===== src/rtl/clock_pkg.sv =====
// Shared definitions for the digital clock time-set logic: state encoding,
// field indices and small helpers used by the set controller.
package clock_pkg;

  localparam logic [2:0] ST_RUN    = 3'd0;
  localparam logic [2:0] ST_SET_Y  = 3'd1;
  localparam logic [2:0] ST_SET_MO = 3'd2;
  localparam logic [2:0] ST_SET_D  = 3'd3;
  localparam logic [2:0] ST_SET_H  = 3'd4;
  localparam logic [2:0] ST_SET_MI = 3'd5;
  localparam logic [2:0] ST_SET_S  = 3'd6;

  typedef enum logic [2:0] {
    RUN    = ST_RUN,
    SET_Y  = ST_SET_Y,
    SET_MO = ST_SET_MO,
    SET_D  = ST_SET_D,
    SET_H  = ST_SET_H,
    SET_MI = ST_SET_MI,
    SET_S  = ST_SET_S
  } state_t;

  // Bit positions inside inc_field and the enable vector {y,mo,d,h,mi,s}.
  localparam int F_S  = 0;
  localparam int F_MI = 1;
  localparam int F_H  = 2;
  localparam int F_D  = 3;
  localparam int F_MO = 4;
  localparam int F_Y  = 5;

  // Counter width able to hold 0..n-1, never below one bit.
  function automatic int cnt_width(input int n);
    return (n > 1) ? $clog2(n) : 1;
  endfunction

  // Order in which a mode press walks through the fields.
  function automatic state_t next_mode_state(input state_t s);
    case (s)
      RUN:     return SET_Y;
      SET_Y:   return SET_MO;
      SET_MO:  return SET_D;
      SET_D:   return SET_H;
      SET_H:   return SET_MI;
      SET_MI:  return SET_S;
      default: return RUN;
    endcase
  endfunction

  // One-hot field selected by a SET state; zero in RUN.
  function automatic logic [5:0] field_onehot(input state_t s);
    case (s)
      SET_Y:   return 6'b1 << F_Y;
      SET_MO:  return 6'b1 << F_MO;
      SET_D:   return 6'b1 << F_D;
      SET_H:   return 6'b1 << F_H;
      SET_MI:  return 6'b1 << F_MI;
      SET_S:   return 6'b1 << F_S;
      default: return 6'b0;
    endcase
  endfunction

endpackage


===== src/rtl/btn_pulse.sv =====
// Rising-edge detector for one debounced button, with optional hold-to-repeat.
// pulse is combinational from registers and the current level; the caller
// registers it. While reset is high the level is captured so a button held
// through reset produces no edge afterwards.
module btn_pulse
  import clock_pkg::*;
#(
  parameter int HOLD_CYCLES   = 25_000_000,
  parameter int REPEAT_CYCLES = 5_000_000,
  parameter bit REPEAT_EN     = 1'b0
) (
  input  logic clk,
  input  logic rst,
  input  logic btn,
  output logic pulse
);

  logic btn_q;
  logic rise;
  logic rep_pulse;

  // Previous level for edge detection; also loaded during reset.
  always_ff @(posedge clk) begin
    btn_q <= btn;
  end

  assign rise  = btn & ~btn_q & ~rst;
  assign pulse = rise | rep_pulse;

  if (REPEAT_EN) begin : g_repeat
    localparam int CW = cnt_width((HOLD_CYCLES > REPEAT_CYCLES ? HOLD_CYCLES : REPEAT_CYCLES) + 1);
    logic [CW-1:0] hold_cnt;
    logic          armed;
    logic          repeating;
    logic          held;
    logic          fire;

    // Only a hold that started with a real edge may repeat.
    assign held      = btn & btn_q;
    assign fire      = armed & held & (repeating ? (hold_cnt == CW'(REPEAT_CYCLES))
                                                 : (hold_cnt == CW'(HOLD_CYCLES)));
    assign rep_pulse = fire & ~rst;

    // Count cycles since the edge (or since the last repeat) while held.
    always_ff @(posedge clk) begin
      if (rst || !btn) begin
        hold_cnt  <= '0;
        armed     <= 1'b0;
        repeating <= 1'b0;
      end else if (rise) begin
        hold_cnt  <= CW'(1);
        armed     <= 1'b1;
        repeating <= 1'b0;
      end else if (fire) begin
        hold_cnt  <= CW'(1);
        repeating <= 1'b1;
      end else if (armed) begin
        hold_cnt  <= hold_cnt + CW'(1);
      end
    end
  end else begin : g_no_repeat
    assign rep_pulse = 1'b0;
  end

endmodule


===== src/rtl/clock_set_ctrl.sv =====
// Time-set controller: walks the user through year..second editing, pauses
// the counters, blinks the selected field and issues increment pulses.
// Optional feature: define CLOCK_SET_AUTO_REPEAT_EN for hold-to-repeat on btn_inc.
// Handshake note: there is no valid/ready here; inc_field bits are single-cycle
// strobes that the counters must consume in the cycle they are high.
module clock_set_ctrl
  import clock_pkg::*;
#(
  parameter int BLINK_HALF     = 25_000_000,
  parameter int TIMEOUT_CYCLES = 500_000_000,
  parameter int HOLD_CYCLES    = 25_000_000,
  parameter int REPEAT_CYCLES  = 5_000_000
) (
  input  logic       clk,
  input  logic       rst,
  input  logic       btn_mode,
  input  logic       btn_inc,
  output logic       run,
  output logic       set_mode,
  output logic [5:0] inc_field,
  output logic       enable_s,
  output logic       enable_mi,
  output logic       enable_h,
  output logic       enable_d,
  output logic       enable_mo,
  output logic       enable_y,
  output logic [2:0] dbg_state
);

`ifdef CLOCK_SET_AUTO_REPEAT_EN
  localparam bit INC_REPEAT = 1'b1;
`else
  localparam bit INC_REPEAT = 1'b0;
`endif

  localparam int BW = cnt_width(BLINK_HALF);
  localparam int TW = cnt_width(TIMEOUT_CYCLES);

  logic          mode_p;
  logic          inc_p;
  state_t        state_q, state_n;
  logic [BW-1:0] blink_cnt_q, blink_cnt_n;
  logic          blink_phase_q, blink_phase_n;
  logic [TW-1:0] to_cnt_q, to_cnt_n;
  logic [5:0]    inc_n;
  logic [5:0]    en_n;
  logic          changed;

  btn_pulse #(
    .HOLD_CYCLES  (HOLD_CYCLES),
    .REPEAT_CYCLES(REPEAT_CYCLES),
    .REPEAT_EN    (1'b0)
  ) u_mode_pulse (
    .clk  (clk),
    .rst  (rst),
    .btn  (btn_mode),
    .pulse(mode_p)
  );

  btn_pulse #(
    .HOLD_CYCLES  (HOLD_CYCLES),
    .REPEAT_CYCLES(REPEAT_CYCLES),
    .REPEAT_EN    (INC_REPEAT)
  ) u_inc_pulse (
    .clk  (clk),
    .rst  (rst),
    .btn  (btn_inc),
    .pulse(inc_p)
  );

  assign dbg_state = state_q;

  // Next state, increment strobe, blink and timeout counters, enables.
  always_comb begin
    state_n       = state_q;
    inc_n         = 6'b0;
    blink_cnt_n   = blink_cnt_q;
    blink_phase_n = blink_phase_q;
    to_cnt_n      = to_cnt_q;
    en_n          = 6'h3f;
    changed       = 1'b0;

    // Mode beats inc; an inc in the timeout cycle keeps the user in SET.
    if (mode_p) begin
      state_n = next_mode_state(state_q);
    end else if (state_q != RUN && inc_p) begin
      inc_n = field_onehot(state_q);
    end else if (state_q != RUN && to_cnt_q == TW'(TIMEOUT_CYCLES - 1)) begin
      state_n = RUN;
    end
    changed = (state_n != state_q);

    // A newly selected field always starts in its visible half.
    if (changed) begin
      blink_cnt_n   = '0;
      blink_phase_n = 1'b1;
    end else if (blink_cnt_q == BW'(BLINK_HALF - 1)) begin
      blink_cnt_n   = '0;
      blink_phase_n = ~blink_phase_q;
    end else begin
      blink_cnt_n   = blink_cnt_q + BW'(1);
    end

    if (changed || mode_p || inc_p || state_n == RUN) begin
      to_cnt_n = '0;
    end else begin
      to_cnt_n = to_cnt_q + TW'(1);
    end

    if (state_n != RUN) begin
      en_n = ~field_onehot(state_n) | {6{blink_phase_n}};
    end
  end

  // State, counters and all outputs are registered together.
  always_ff @(posedge clk) begin
    if (rst) begin
      state_q       <= RUN;
      blink_cnt_q   <= '0;
      blink_phase_q <= 1'b1;
      to_cnt_q      <= '0;
      run           <= 1'b1;
      set_mode      <= 1'b0;
      inc_field     <= 6'b0;
      enable_y      <= 1'b1;
      enable_mo     <= 1'b1;
      enable_d      <= 1'b1;
      enable_h      <= 1'b1;
      enable_mi     <= 1'b1;
      enable_s      <= 1'b1;
    end else begin
      state_q       <= state_n;
      blink_cnt_q   <= blink_cnt_n;
      blink_phase_q <= blink_phase_n;
      to_cnt_q      <= to_cnt_n;
      run           <= (state_n == RUN);
      set_mode      <= (state_n != RUN);
      inc_field     <= inc_n;
      enable_y      <= en_n[F_Y];
      enable_mo     <= en_n[F_MO];
      enable_d      <= en_n[F_D];
      enable_h      <= en_n[F_H];
      enable_mi     <= en_n[F_MI];
      enable_s      <= en_n[F_S];
    end
  end

endmodule


===== config.mk =====
export PLATFORM = sky130hd
export DESIGN_NAME = clock_set_ctrl
export DESIGN_NICKNAME = d
export VERILOG_FILES = /design/src/rtl/clock_pkg.sv /design/src/rtl/btn_pulse.sv /design/src/rtl/clock_set_ctrl.sv
export SDC_FILE = /design/constraint.sdc
export NUM_CORES = 1
export LEC_CHECK = 0
export CAP_MARGIN = 20
export CORE_MARGIN = 1.5
export CORE_UTILIZATION = 60
export DETAILED_ROUTE_END_ITERATION = 7
export PLACE_DENSITY = 0.86
export SYNTH_ARGS = -nofsm -noshare
export SYNTH_HDL_FRONTEND = slang
export SYNTH_SLANG_ARGS = --single-unit

===== constraint.sdc =====
create_clock -name clk -period 6.9 [get_ports clk]
set_clock_uncertainty 0.05 [all_clocks]
set_input_delay 0.69 -clock clk [delete_from_list [all_inputs] [get_ports clk]]
set_output_delay 0.69 -clock clk [all_outputs]
set_load 0.005 [all_outputs]

---- After elaboration in Yosys (flattened, before gate mapping) ----
Cells that the tools add are included.
word-level totals
  flip-flop bits (word level) ............. 74
  bits in latches ......................... 0
  RAM bits ................................ 0
  bits in read-only memories .............. 0
  input bits .............................. 4
  word-level logic and storage cells ...... 66
  memories kept ........................... 0
cells by class
  $add $sub $neg .......................... 2
  multipliers ............................. 0
  div/mod/pow operators ................... 0
  order comparisons ....................... 0
  equality and inequality tests ........... 15
  shift operators ......................... 0
  muxes and demuxes ....................... 9
  bitwise logic cells ..................... 12
  reduce and logical (&&, ||, !) cells .... 13
operator list
  cell                                                             number
  6-bit one-hot mux with 6 select lines                            2
  29-bit by 1-bit adder with 29-bit output, second input constant  1
  29-bit == test, second input constant                            1
  25-bit by 1-bit adder with 25-bit output, second input constant  1
  25-bit == test, second input constant                            1
  3-bit == test, second input constant                             6
  3-bit one-hot mux with 6 select lines                            1
  3-bit by 2-bit == test with 1-bit output, second input constant  4
  3-bit 2-to-1 mux                                                 3
  3-bit by 1-bit == test with 1-bit output, second input constant  2
  3-bit zero test                                                  2
  6-bit 2-to-1 mux                                                 1
  1-bit NOT                                                        6
  6-bit NOT                                                        1
  6-bit OR                                                         1
  3-bit nonzero test                                               2
  3-bit OR reduction                                               2
  1-bit bitwise AND                                                4
  2-bit OR reduction                                               2
  1-bit logical OR                                                 3
  3-bit != test                                                    1
  1-bit logical AND                                                2
  1-bit 2-to-1 mux                                                 2

---- Longest topological paths before layout ----
Gate-level depths: netlist of the first run.
  depth after elaboration ................. 11
  mapped depth ............................ 9
  gate-level depth less buffers ........... 6

---- Hierarchy ----
Synthesis of the first run repeated with hierarchy kept, for this count alone.
second synthesis, totals
  cell total of the unflattened synthesis .. 350
  area total of the unflattened synthesis .. 3111.7 um2
by module, submodules not included
  module          instances  cells an instance  area an instance (um2)  sequential area each (um2)
  clock_set_ctrl  1          346                3046.7                  1441.4
  btn_pulse       2          2                  32.5                    20.0

---- Worst setup path after synthesis of the first run ----
Ideal clock, no wire load.
  kind .................................... input -> register
  from .................................... input rst
  to ...................................... register to_cnt_q[13]
  library setup time ...................... 0.065 ns
  arrival time ............................ 2.243 ns
  slack ................................... 4.542 ns
  stages on the path ...................... 8
  buffers on the path ..................... 3
  cell sequence ........................... clkbuf_1 > or3b_2 > o2111ai_1 > or3_1 > buf_2 > nand3_2 > buf_2 > nor2_1
on the way
  longest elaborated chain between the ends .. 10
  elaborated cells on any way between the ends .. 12
RTL lines
  what                                   RTL line               text
  start: declaration                     clock_set_ctrl.sv:15   input logic rst,
  1-bit NOT                              btn_pulse.sv:27        assign rise = btn & ~btn_q & ~rst;
  1-bit bitwise AND                      btn_pulse.sv:27
  1-bit logical AND                      clock_set_ctrl.sv:86   end else if (state_q != RUN && inc_p) begin
  3-bit 2-to-1 mux                       clock_set_ctrl.sv:86
  3-bit 2-to-1 mux                       clock_set_ctrl.sv:84   if (mode_p) begin
  3-bit != test                          clock_set_ctrl.sv:91   changed = (state_n != state_q);
  1-bit logical OR (3 in a row)          clock_set_ctrl.sv:104  if (changed || mode_p || inc_p || state_n == RUN) begin
  2-bit OR reduction (no source line) *  -
  end signal: assignment                 clock_set_ctrl.sv:135  to_cnt_q <= to_cnt_n;
  end: declaration                       clock_set_ctrl.sv:44   logic [TW-1:0] to_cnt_q, to_cnt_n;
Mark *: on every way between the ends. The rest lies on a longest branch, timed or not.
A chain may end at the register's enable or synchronous reset.

---- Worst setup path after layout of the first run ----
  from .................................... input rst
  to ...................................... register to_cnt_q[11]
Same word-level chain as after synthesis.

==> metrics, run 1 <==
worst-path maximum fanout 28; clk buf depth 2; max cap viols 0; CTS tree done; slew at the pin closest to its max-slew limit 0.868 ns; number of buffers added by the clock tree synthesis step 9; utilization of the core after routing 69.9%; CP Class in2reg; post-synth cell types 36; accumulated negative setup slack 0 ns; GRT Overall Usage 22.0%; endpoint required time on the critical path 7.11 ns; most used cells in the layout excluding fill and tap cells sky130_fd_sc_hd__dfxtp_1 (74), sky130_fd_sc_hd__nor2_1 (73), sky130_fd_sc_hd__nand3_1 (31), sky130_fd_sc_hd__xor2_1 (31), sky130_fd_sc_hd__nand4_1 (24); Clock H-tree levels 3; number of cells on the worst hold path 1; Post CTS Setup Buffer Count 0; post-synthesis adder-cell area fraction 0.798%; post-synthesis sequential area ratio 47.3%; RSZ-0062 raised after global routing false; number of search-and-repair iterations in the first detailed-routing pass 4; setup violators final 0; maximum achievable frequency 0.353 GHz; post-CTS clock slew at the launch and capture registers of the worst setup and hold paths 0.07 ns; fraction of final layout cells sized beyond drive strength 1 5.56%; Final Slew Violations 0; average instance area after synthesis 8.83 µm²; worst flop-to-flop path startpoint to_cnt_q[0]; DRC violations left 0; yosys warns 0; main area contributors after synthesis sky130_fd_sc_hd__dfxtp_1 (47%), sky130_fd_sc_hd__nor2_1 (8.7%), sky130_fd_sc_hd__xor2_1 (8.7%); most frequent standard cell in the layout excluding fill and tap cells sky130_fd_sc_hd__dfxtp_1; area of all sequential standard cells 1480 µm²; initial detailed-routing violation count 158; count of vias placed by the detailed router 2439; combinational family with the most area after synthesis simple AND/OR/NAND/NOR gates; post-cts sizing count 0; via count of the first global-routing pass 2185; Post-Synthesis Net Count 361; kind of capture point of the worst setup path flip-flop; multi-input logic area 1540 µm²; I/O Pins 21; number of antenna violations at the first check in global routing 0; leakage component of the power 1.18 nW; multiplexer area fraction after synthesis 0%; Synth top area share 47.3%; fraction of the mapped netlist area in compound gates 2.67%; clock sink count 74; first-pass GRT wire length 9440 µm; power density of the placed cells 220 nW/µm²; floorplan core area 5070 µm²; routed vias/inst 5.44; Worst Reg-to-Reg Cells 6; Clock Root Buffer sky130_fd_sc_hd__clkbuf_8; overflow left after global routing 0; number of buffer cells added on primary ports 20; number of cell rows 26; number of nets in the final layout 379; data arrival time of the critical path 3.04 ns; die area 5670 µm²; worst rel slew slack 41.6%; ANT cells 0; area share of xor/xnor cells in the synthesized design 14.3%; die boundary height 75.3 µm; placed wire-length estimate after detailed placement 4050 µm; minimum clock period 2.83 ns; starting density of the core 61.8%; signed area change from the synthesized netlist to the final layout 13.2%; first element of the critical path rst; clock latency at the later pin of the worst-skew pair 0.34 ns; library cell with the largest summed area after synthesis sky130_fd_sc_hd__dfxtp_1; worst hold path class reg2reg; largest voltage drop on the vdd net 0.0000987 V; per-cell routed wire length 12.8 µm; hold-fix buffer count after cts 0; Startpoint Class input port; Worst Hold Launch to_cnt_q[0]; largest net degree at the start of global routing 29; fin crit share 41.0%; Placer Congestion 0.864; count of state elements after synthesis 74; status complete, no violations; mapped cell area 3130 µm²; post-synthesis share of cell area spent on and, or, nand and nor gates 31.4%; final hold violation count 0; filler instances 411; Die W 75.3 µm; Gate Count Post-Synth 355; final antenna-violating net count 0; worst slack on hold paths 0.423 ns; post-detailed-routing wire length 5730 µm
-- worst max-delay path, stage by stage --
cell                              delay, ns
sky130_fd_sc_hd__clkdlybuf4s50_1       0.55
sky130_fd_sc_hd__or3b_2                0.51
sky130_fd_sc_hd__o2111ai_1             0.24
sky130_fd_sc_hd__or3_1                 0.30
sky130_fd_sc_hd__nand3_2               0.49
sky130_fd_sc_hd__nor2_1                0.26
-- state kept, by name, indices dropped and copies added (netlist names), 3 cells and up --
register / cells
blink_cnt_q: 25
dbg_state: 3
inc_field: 6
to_cnt_q: 29
-- stage by stage --
stage	cell area, µm²	setup WS (ns)	power, mW	std cells
finish	3550	4.07	0.779	448
global route	3550	3.91	0.809	448
CTS	3550	4.09	0.786	448
detailed placement	3350	3.75	0.462	432
global placement	3350	3.88	0.461	432
floorplan	3130	4.54	0.457	355
-- synthesized netlist by cell type --
| cell | count |
|---|---|
| sky130_fd_sc_hd__xor2_1 | 31 |
| sky130_fd_sc_hd__ha_1 | 2 |
| sky130_fd_sc_hd__or3_1 | 3 |
| sky130_fd_sc_hd__nor4bb_1 | 2 |
| sky130_fd_sc_hd__nand3b_1 | 1 |
| sky130_fd_sc_hd__clkbuf_1 | 5 |
| sky130_fd_sc_hd__nor2_1 | 73 |
| sky130_fd_sc_hd__nor4_2 | 2 |
| sky130_fd_sc_hd__o211ai_4 | 1 |
| sky130_fd_sc_hd__o22a_1 | 1 |
| sky130_fd_sc_hd__or2_2 | 2 |
| sky130_fd_sc_hd__nor3_2 | 1 |
| sky130_fd_sc_hd__buf_2 | 6 |
| sky130_fd_sc_hd__nand3_1 | 31 |
| sky130_fd_sc_hd__a21boi_0 | 1 |
| sky130_fd_sc_hd__and4b_1 | 1 |
| sky130_fd_sc_hd__nor2b_1 | 2 |
| sky130_fd_sc_hd__a21o_1 | 1 |
| sky130_fd_sc_hd__inv_1 | 11 |
| sky130_fd_sc_hd__and3_1 | 7 |
| sky130_fd_sc_hd__xnor2_1 | 20 |
| sky130_fd_sc_hd__nor4_1 | 8 |
| sky130_fd_sc_hd__nor3_1 | 6 |
| sky130_fd_sc_hd__buf_6 | 2 |
| sky130_fd_sc_hd__dfxtp_1 | 74 |
| sky130_fd_sc_hd__nand4_1 | 24 |
| sky130_fd_sc_hd__nand2b_1 | 3 |
| sky130_fd_sc_hd__and4_1 | 5 |
| sky130_fd_sc_hd__nand2_1 | 17 |
| sky130_fd_sc_hd__o21ai_0 | 2 |
| sky130_fd_sc_hd__or4_1 | 1 |
| sky130_fd_sc_hd__and2_1 | 2 |
| sky130_fd_sc_hd__a21oi_1 | 4 |
| sky130_fd_sc_hd__o2111ai_1 | 1 |
| sky130_fd_sc_hd__or3b_2 | 1 |
| sky130_fd_sc_hd__nand3_2 | 1 |
-- power by group --
part / leakage (nW) / switching (mW) / total, mW / internal (mW)
clock network: 0.101 / 0.140 / 0.327 / 0.187
logic: 0.480 / 0.0113 / 0.0187 / 0.00740
registers: 0.598 / 0.00350 / 0.434 / 0.430
-- cells by family (layout without fill, tap and decap cells) --
logic type,count (synthesis),in the layout
flops,74,74
buf+inv,24,47
simple gates,193,193
compound gates,11,11
fa+ha+maj,2,2
xor+xnor,51,51
-- path summary, 6_finish.rpt --
| path | to | slack, ns |
|---|---|---|
| setup / recovery | to_cnt_q[11] | 4.07 |
| hold / removal | to_cnt_q[0] | 0.42 |
| hold reg to reg | to_cnt_q[0] | 0.42 |
| setup reg to reg | blink_cnt_q[23] | 4.35 |
-- cell type report --
class | count | area share (%)
inverter | 11 | 1.16
sequential | 74 | 41.7
tap | 70 | 2.47
clock buffer | 14 | 4.58
timing repair buffer | 20 | 5.64
clock inverter | 2 | 0.987
multi-input combinational | 257 | 43.4
-- routing by layer --
metal | share of wire (%) | GRT usage [%] | up-vias | wire length [µm]
li1 | - | - | 1247 | -
met1 | 46 | 27.5 | 1145 | 2650
met2 | 49 | 36.6 | 40 | 2790
met3 | 3.5 | 5.62 | 7 | 203
met4 | 1.4 | 8.73 | 0 | 81
met5 | 0 | 0 | - | 0
No activity file was read; power rests on OpenSTA's default activity.
==> run 2: changes to the inputs <==
Settings changed: CORE_UTILIZATION 60 to 52, PLACE_DENSITY 0.86 to 0.79.
Clock period 6.9 ns to 2.3 ns, I/O delays scaled along.
==> metrics, run 2 (synthesized netlist as in run 1, its figures left out) <==
post-cts sizing count 0; clock latency at the later pin of the worst-skew pair 0.35 ns; largest net degree at the start of global routing 29; most used cells in the layout excluding fill and tap cells sky130_fd_sc_hd__dfxtp_1 (74), sky130_fd_sc_hd__nor2_1 (73), sky130_fd_sc_hd__nand3_1 (31), sky130_fd_sc_hd__xor2_1 (31), sky130_fd_sc_hd__nand4_1 (24); Placer Congestion 0.805; Gate power share 3.0%; GRT Overall Usage 19.5%; setup violators final 0; per-cell routed wire length 12.5 µm; number of buffer cells added on primary ports 20; number of antenna violations at the first check in global routing 0; count of vias placed by the detailed router 2474; Clk pwr share 44.7%; Die W 80.6 µm; die boundary height 80.6 µm; fin crit share 94.6%; registers with the most flip-flops to_cnt_q x29, blink_cnt_q x25, inc_field x6; via count of the first global-routing pass 2295; worst hold path class in2reg; endpoint required time on the critical path 2.48 ns; post-detailed-routing wire length 5850 µm; Clock Root Buffer sky130_fd_sc_hd__clkbuf_8; clock sink count 74; leakage component of the power 1.27 nW; number of nets in the final layout 393; worst-path maximum fanout 25; floorplan core area 5890 µm²; status complete, no violations; starting density of the core 53.3%; Clock H-tree levels 3; most frequent standard cell in the layout excluding fill and tap cells sky130_fd_sc_hd__dfxtp_1; Total Power Consumption 2.48 mW; number of cell rows 28; design internal power 1.96 mW; die area 6500 µm²; accumulated negative setup slack 0 ns; share of total power consumed by net switching 20.9%; power dissipated by switching net loads 0.519 mW; maximum achievable frequency 0.459 GHz; RSZ-0062 raised after global routing false; signed area change from the synthesized netlist to the final layout 18.4%; initial detailed-routing violation count 135; Startpoint Class flip-flop; sequential share of power 52.3%; final hold violation count 0; fraction of final layout cells sized beyond drive strength 1 9.69%; minimum clock period 2.18 ns; worst rel slew slack 65.8%; DRC violations left 0; Final Slew Violations 0; kind of capture point of the worst setup path flip-flop; data arrival time of the critical path 2.36 ns; CP Class reg2reg; ANT cells 0; number of buffers added by the clock tree synthesis step 9; I/O Pins 21; hold-fix buffer count after cts 0; slew at the pin closest to its max-slew limit 0.509 ns; number of search-and-repair iterations in the first detailed-routing pass 4; largest voltage drop on the vdd net 0.000477 V; routed vias/inst 5.30; worst slack on hold paths 0.310 ns; CTS tree done; final antenna-violating net count 0; post-CTS clock slew at the launch and capture registers of the worst setup and hold paths 0.08 ns; max FFs per register 29; max cap viols 0; clk buf depth 2; power density of the placed cells 668 nW/µm²; placed wire-length estimate after detailed placement 3960 µm; register with the most flip-flops to_cnt_q; first-pass GRT wire length 9880 µm; filler instances 516; overflow left after global routing 0; Post CTS Setup Buffer Count 0
run 2: metrics by stage:
stage | instance area, µm² | cells | worst slack, ns | util (%)
2_1_floorplan | 3130 | 355 | 0.116 | -
3_3_place_gp | 3490 | 451 | 0.116 | 59.2
3_5_place_dp | 3490 | 451 | 0.0467 | 59.2
4_1_cts | 3710 | 467 | 0.0612 | 63.0
5_1_grt | 3710 | 467 | 0.0506 | 63.1
6_report | 3710 | 467 | 0.124 | 63.1
run 2: area by class of cell:
type | count | area [µm²] | share of cell area [%]
inverters | 11 | 41.3 | 1.11
flip-flops and latches | 74 | 1480 | 39.9
well taps | 75 | 93.8 | 2.53
clock buffers | 11 | 141 | 3.81
repair buffers | 34 | 330 | 8.90
multi-input cells | 257 | 1550 | 41.6
clock inverters | 5 | 77.6 | 2.09
run 2: path summary, 6_finish.rpt:
check | start | end | slack, ns | cells after the start
worst max-delay path | to_cnt_q[0] | blink_cnt_q[22] | 0.12 | 7
worst min-delay path | btn_mode | u_mode_pulse.btn_q | 0.31 | 1
worst max register to register | to_cnt_q[0] | blink_cnt_q[22] | 0.12 | 7
worst min register to register | to_cnt_q[0] | to_cnt_q[0] | 0.42 | 1
run 2: layer usage:
metal / wire length, µm / up-vias / global-route usage, %
met4: 120 / 0 / 9.14
met2: 2760 / 31 / 31.7
met1: 2800 / 1158 / 24.7
met3: 166 / 12 / 3.98
met5: 0 / - / 0
li1: - / 1273 / -
run 2: critical path: stages (launching register included):
cell and delay, ns:
sky130_fd_sc_hd__dfxtp_1 0.39, sky130_fd_sc_hd__ha_1 0.23, sky130_fd_sc_hd__nand4_1 0.15, sky130_fd_sc_hd__or2_2 0.38, sky130_fd_sc_hd__or3_4 0.39, sky130_fd_sc_hd__o211ai_4 0.20
sky130_fd_sc_hd__buf_12 0.19, sky130_fd_sc_hd__nor2_1 0.07
run 2: power by group through the flow:
stage	registers, mW	clock network (mW)	logic [mW]
after floorplan	1.33	0	0.0434
after global routing	1.30	1.17	0.0808
after global placement	1.33	0	0.0716
after CTS	1.30	1.12	0.0738
after detailed placement	1.33	0	0.0731
final	1.30	1.11	0.0733
==> run 3: changes to the inputs <==
Settings changed: ABC_CLOCK_PERIOD_IN_PS set to 2300, CORE_UTILIZATION 52 to 56, DONT_BUFFER_PORTS set to 1.
==> metrics, run 3 (synthesized netlist as in run 1, its figures left out) <==
CTS tree done; clock sink count 74; number of search-and-repair iterations in the first detailed-routing pass 4; Design Area, Final 3570 µm²; post-detailed-placement cell area 3280 µm²; most used cells in the layout excluding fill and tap cells sky130_fd_sc_hd__dfxtp_1 (74), sky130_fd_sc_hd__nor2_1 (73), sky130_fd_sc_hd__nand3_1 (31), sky130_fd_sc_hd__xor2_1 (31), sky130_fd_sc_hd__nand4_1 (24); number of antenna violations at the first check in global routing 0; most frequent standard cell in the layout excluding fill and tap cells sky130_fd_sc_hd__dfxtp_1; status complete, no violations; placed wire-length estimate after detailed placement 4140 µm; Die W 77.8 µm; worst-path maximum fanout 25; clock latency at the later pin of the worst-skew pair 0.35 ns; cell breakdown of the critical path nand4_1 > or4_1 > or3_4 > o211ai_4 > buf_12 > nor2_1; worst slack on hold paths 0.0606 ns; Post CTS Setup Buffer Count 0; max cap viols 0; longest individual stage delay on the worst path 0.57 ns; overflow left after global routing 0; kind of capture point of the worst setup path flip-flop; cell with the largest stage delay on the worst path sky130_fd_sc_hd__or4_1; initial detailed-routing violation count 145; ANT cells 0; fraction of final layout cells sized beyond drive strength 1 10.2%; endpoint required time on the critical path 2.48 ns; floorplan core area 5440 µm²; routed vias/inst 5.61; final antenna-violating net count 0; Clock H-tree levels 3; register with the most flip-flops to_cnt_q; die area 6050 µm²; clk buf depth 2; data arrival time of the critical path 2.34 ns; accumulated negative setup slack 0 ns; starting density of the core 57.6%; fin crit share 93.8%; final hold violation count 0; area of all sequential standard cells 1480 µm²; worst hold path class in2reg; Startpoint Class flip-flop; post-CTS clock slew at the launch and capture registers of the worst setup and hold paths 0.08 ns; filler instances 424; via count of the first global-routing pass 2365; signed area change from the synthesized netlist to the final layout 14.0%; per-cell routed wire length 13.6 µm; final cell count without fillers 446; DRC violations left 0; CP Class reg2reg; die boundary height 77.8 µm; leakage component of the power 1.23 nW; number of placed instances, taps included 428; post-detailed-routing wire length 6060 µm; number of buffers added by the clock tree synthesis step 9; setup violators final 0; number of buffer cells added on primary ports 0; multi-input logic area 1550 µm²; max FFs per register 29; I/O Pins 21; Final Slew Violations 0; largest net degree at the start of global routing 29; registers with the most flip-flops to_cnt_q x29, blink_cnt_q x25, inc_field x6; Clock Root Buffer sky130_fd_sc_hd__clkbuf_8; slew at the pin closest to its max-slew limit 0.706 ns; number of cell rows 27; minimum clock period 2.16 ns; Placer Congestion 0.777; utilization of the core after routing 65.7%; first-pass GRT wire length 10400 µm; RSZ-0062 raised after global routing false; number of nets in the final layout 376; maximum achievable frequency 0.463 GHz; largest voltage drop on the vdd net 0.000656 V; power density of the placed cells 738 nW/µm²; worst rel slew slack 52.6%; count of vias placed by the detailed router 2500; GRT Overall Usage 21.6%
run 3: path summary, 6_finish.rpt:
path	from	to	slack (ns)	cells after the start
min	rst	blink_phase_q	0.06	2
max reg2reg	to_cnt_q[23]	blink_cnt_q[4]	0.14	6
max	to_cnt_q[23]	blink_cnt_q[4]	0.14	6
min reg2reg	to_cnt_q[0]	to_cnt_q[0]	0.42	1
run 3: cell type report:
cell class	instances	area share, %
clock buffers	9	3.47
clock inverters	6	3.64
inverters	11	1.16
multi-input cells	257	43.3
flip-flops and latches	74	41.5
well taps	72	2.52
repair buffers	17	4.48
run 3: through the flow:
step | setup slack (ns) | power [mW]
3_5_place_dp | 0.0926 | 1.38
5_1_grt | 0.0376 | 2.72
3_3_place_gp | 0.181 | 1.38
2_1_floorplan | 0.116 | 1.37
4_1_cts | 0.0677 | 2.66
6_report | 0.142 | 2.64
run 3: per-layer routing:
layer,part of all wire (%),vias up,global-route usage (%)
met4,2.2,0,9.27
met3,4.2,16,7.76
met2,49,56,34.6
met5,0,-,0
li1,-,1240,-
met1,44,1188,26.0
run 3: timing repair:
action                                  CTS  global route
endpoints found under the setup margin    0            25
resized for setup                         0             1
hold buffers                              3             0
hold endpoints to repair                  7             0
run 3: report_power, final:
part           switching, mW  internal, mW  total, mW
Clock                  0.457         0.820       1.28
Combinational         0.0375        0.0251     0.0627
Sequential           0.00849          1.29       1.30
Total                  0.503          2.14       2.64
run 3: critical path: cells and delay by family, from the launching register on:
family          cells  cell delay [ns]
buf+inv             1             0.19
flops               1             0.38
simple gates        4             1.22
compound gates      1             0.20
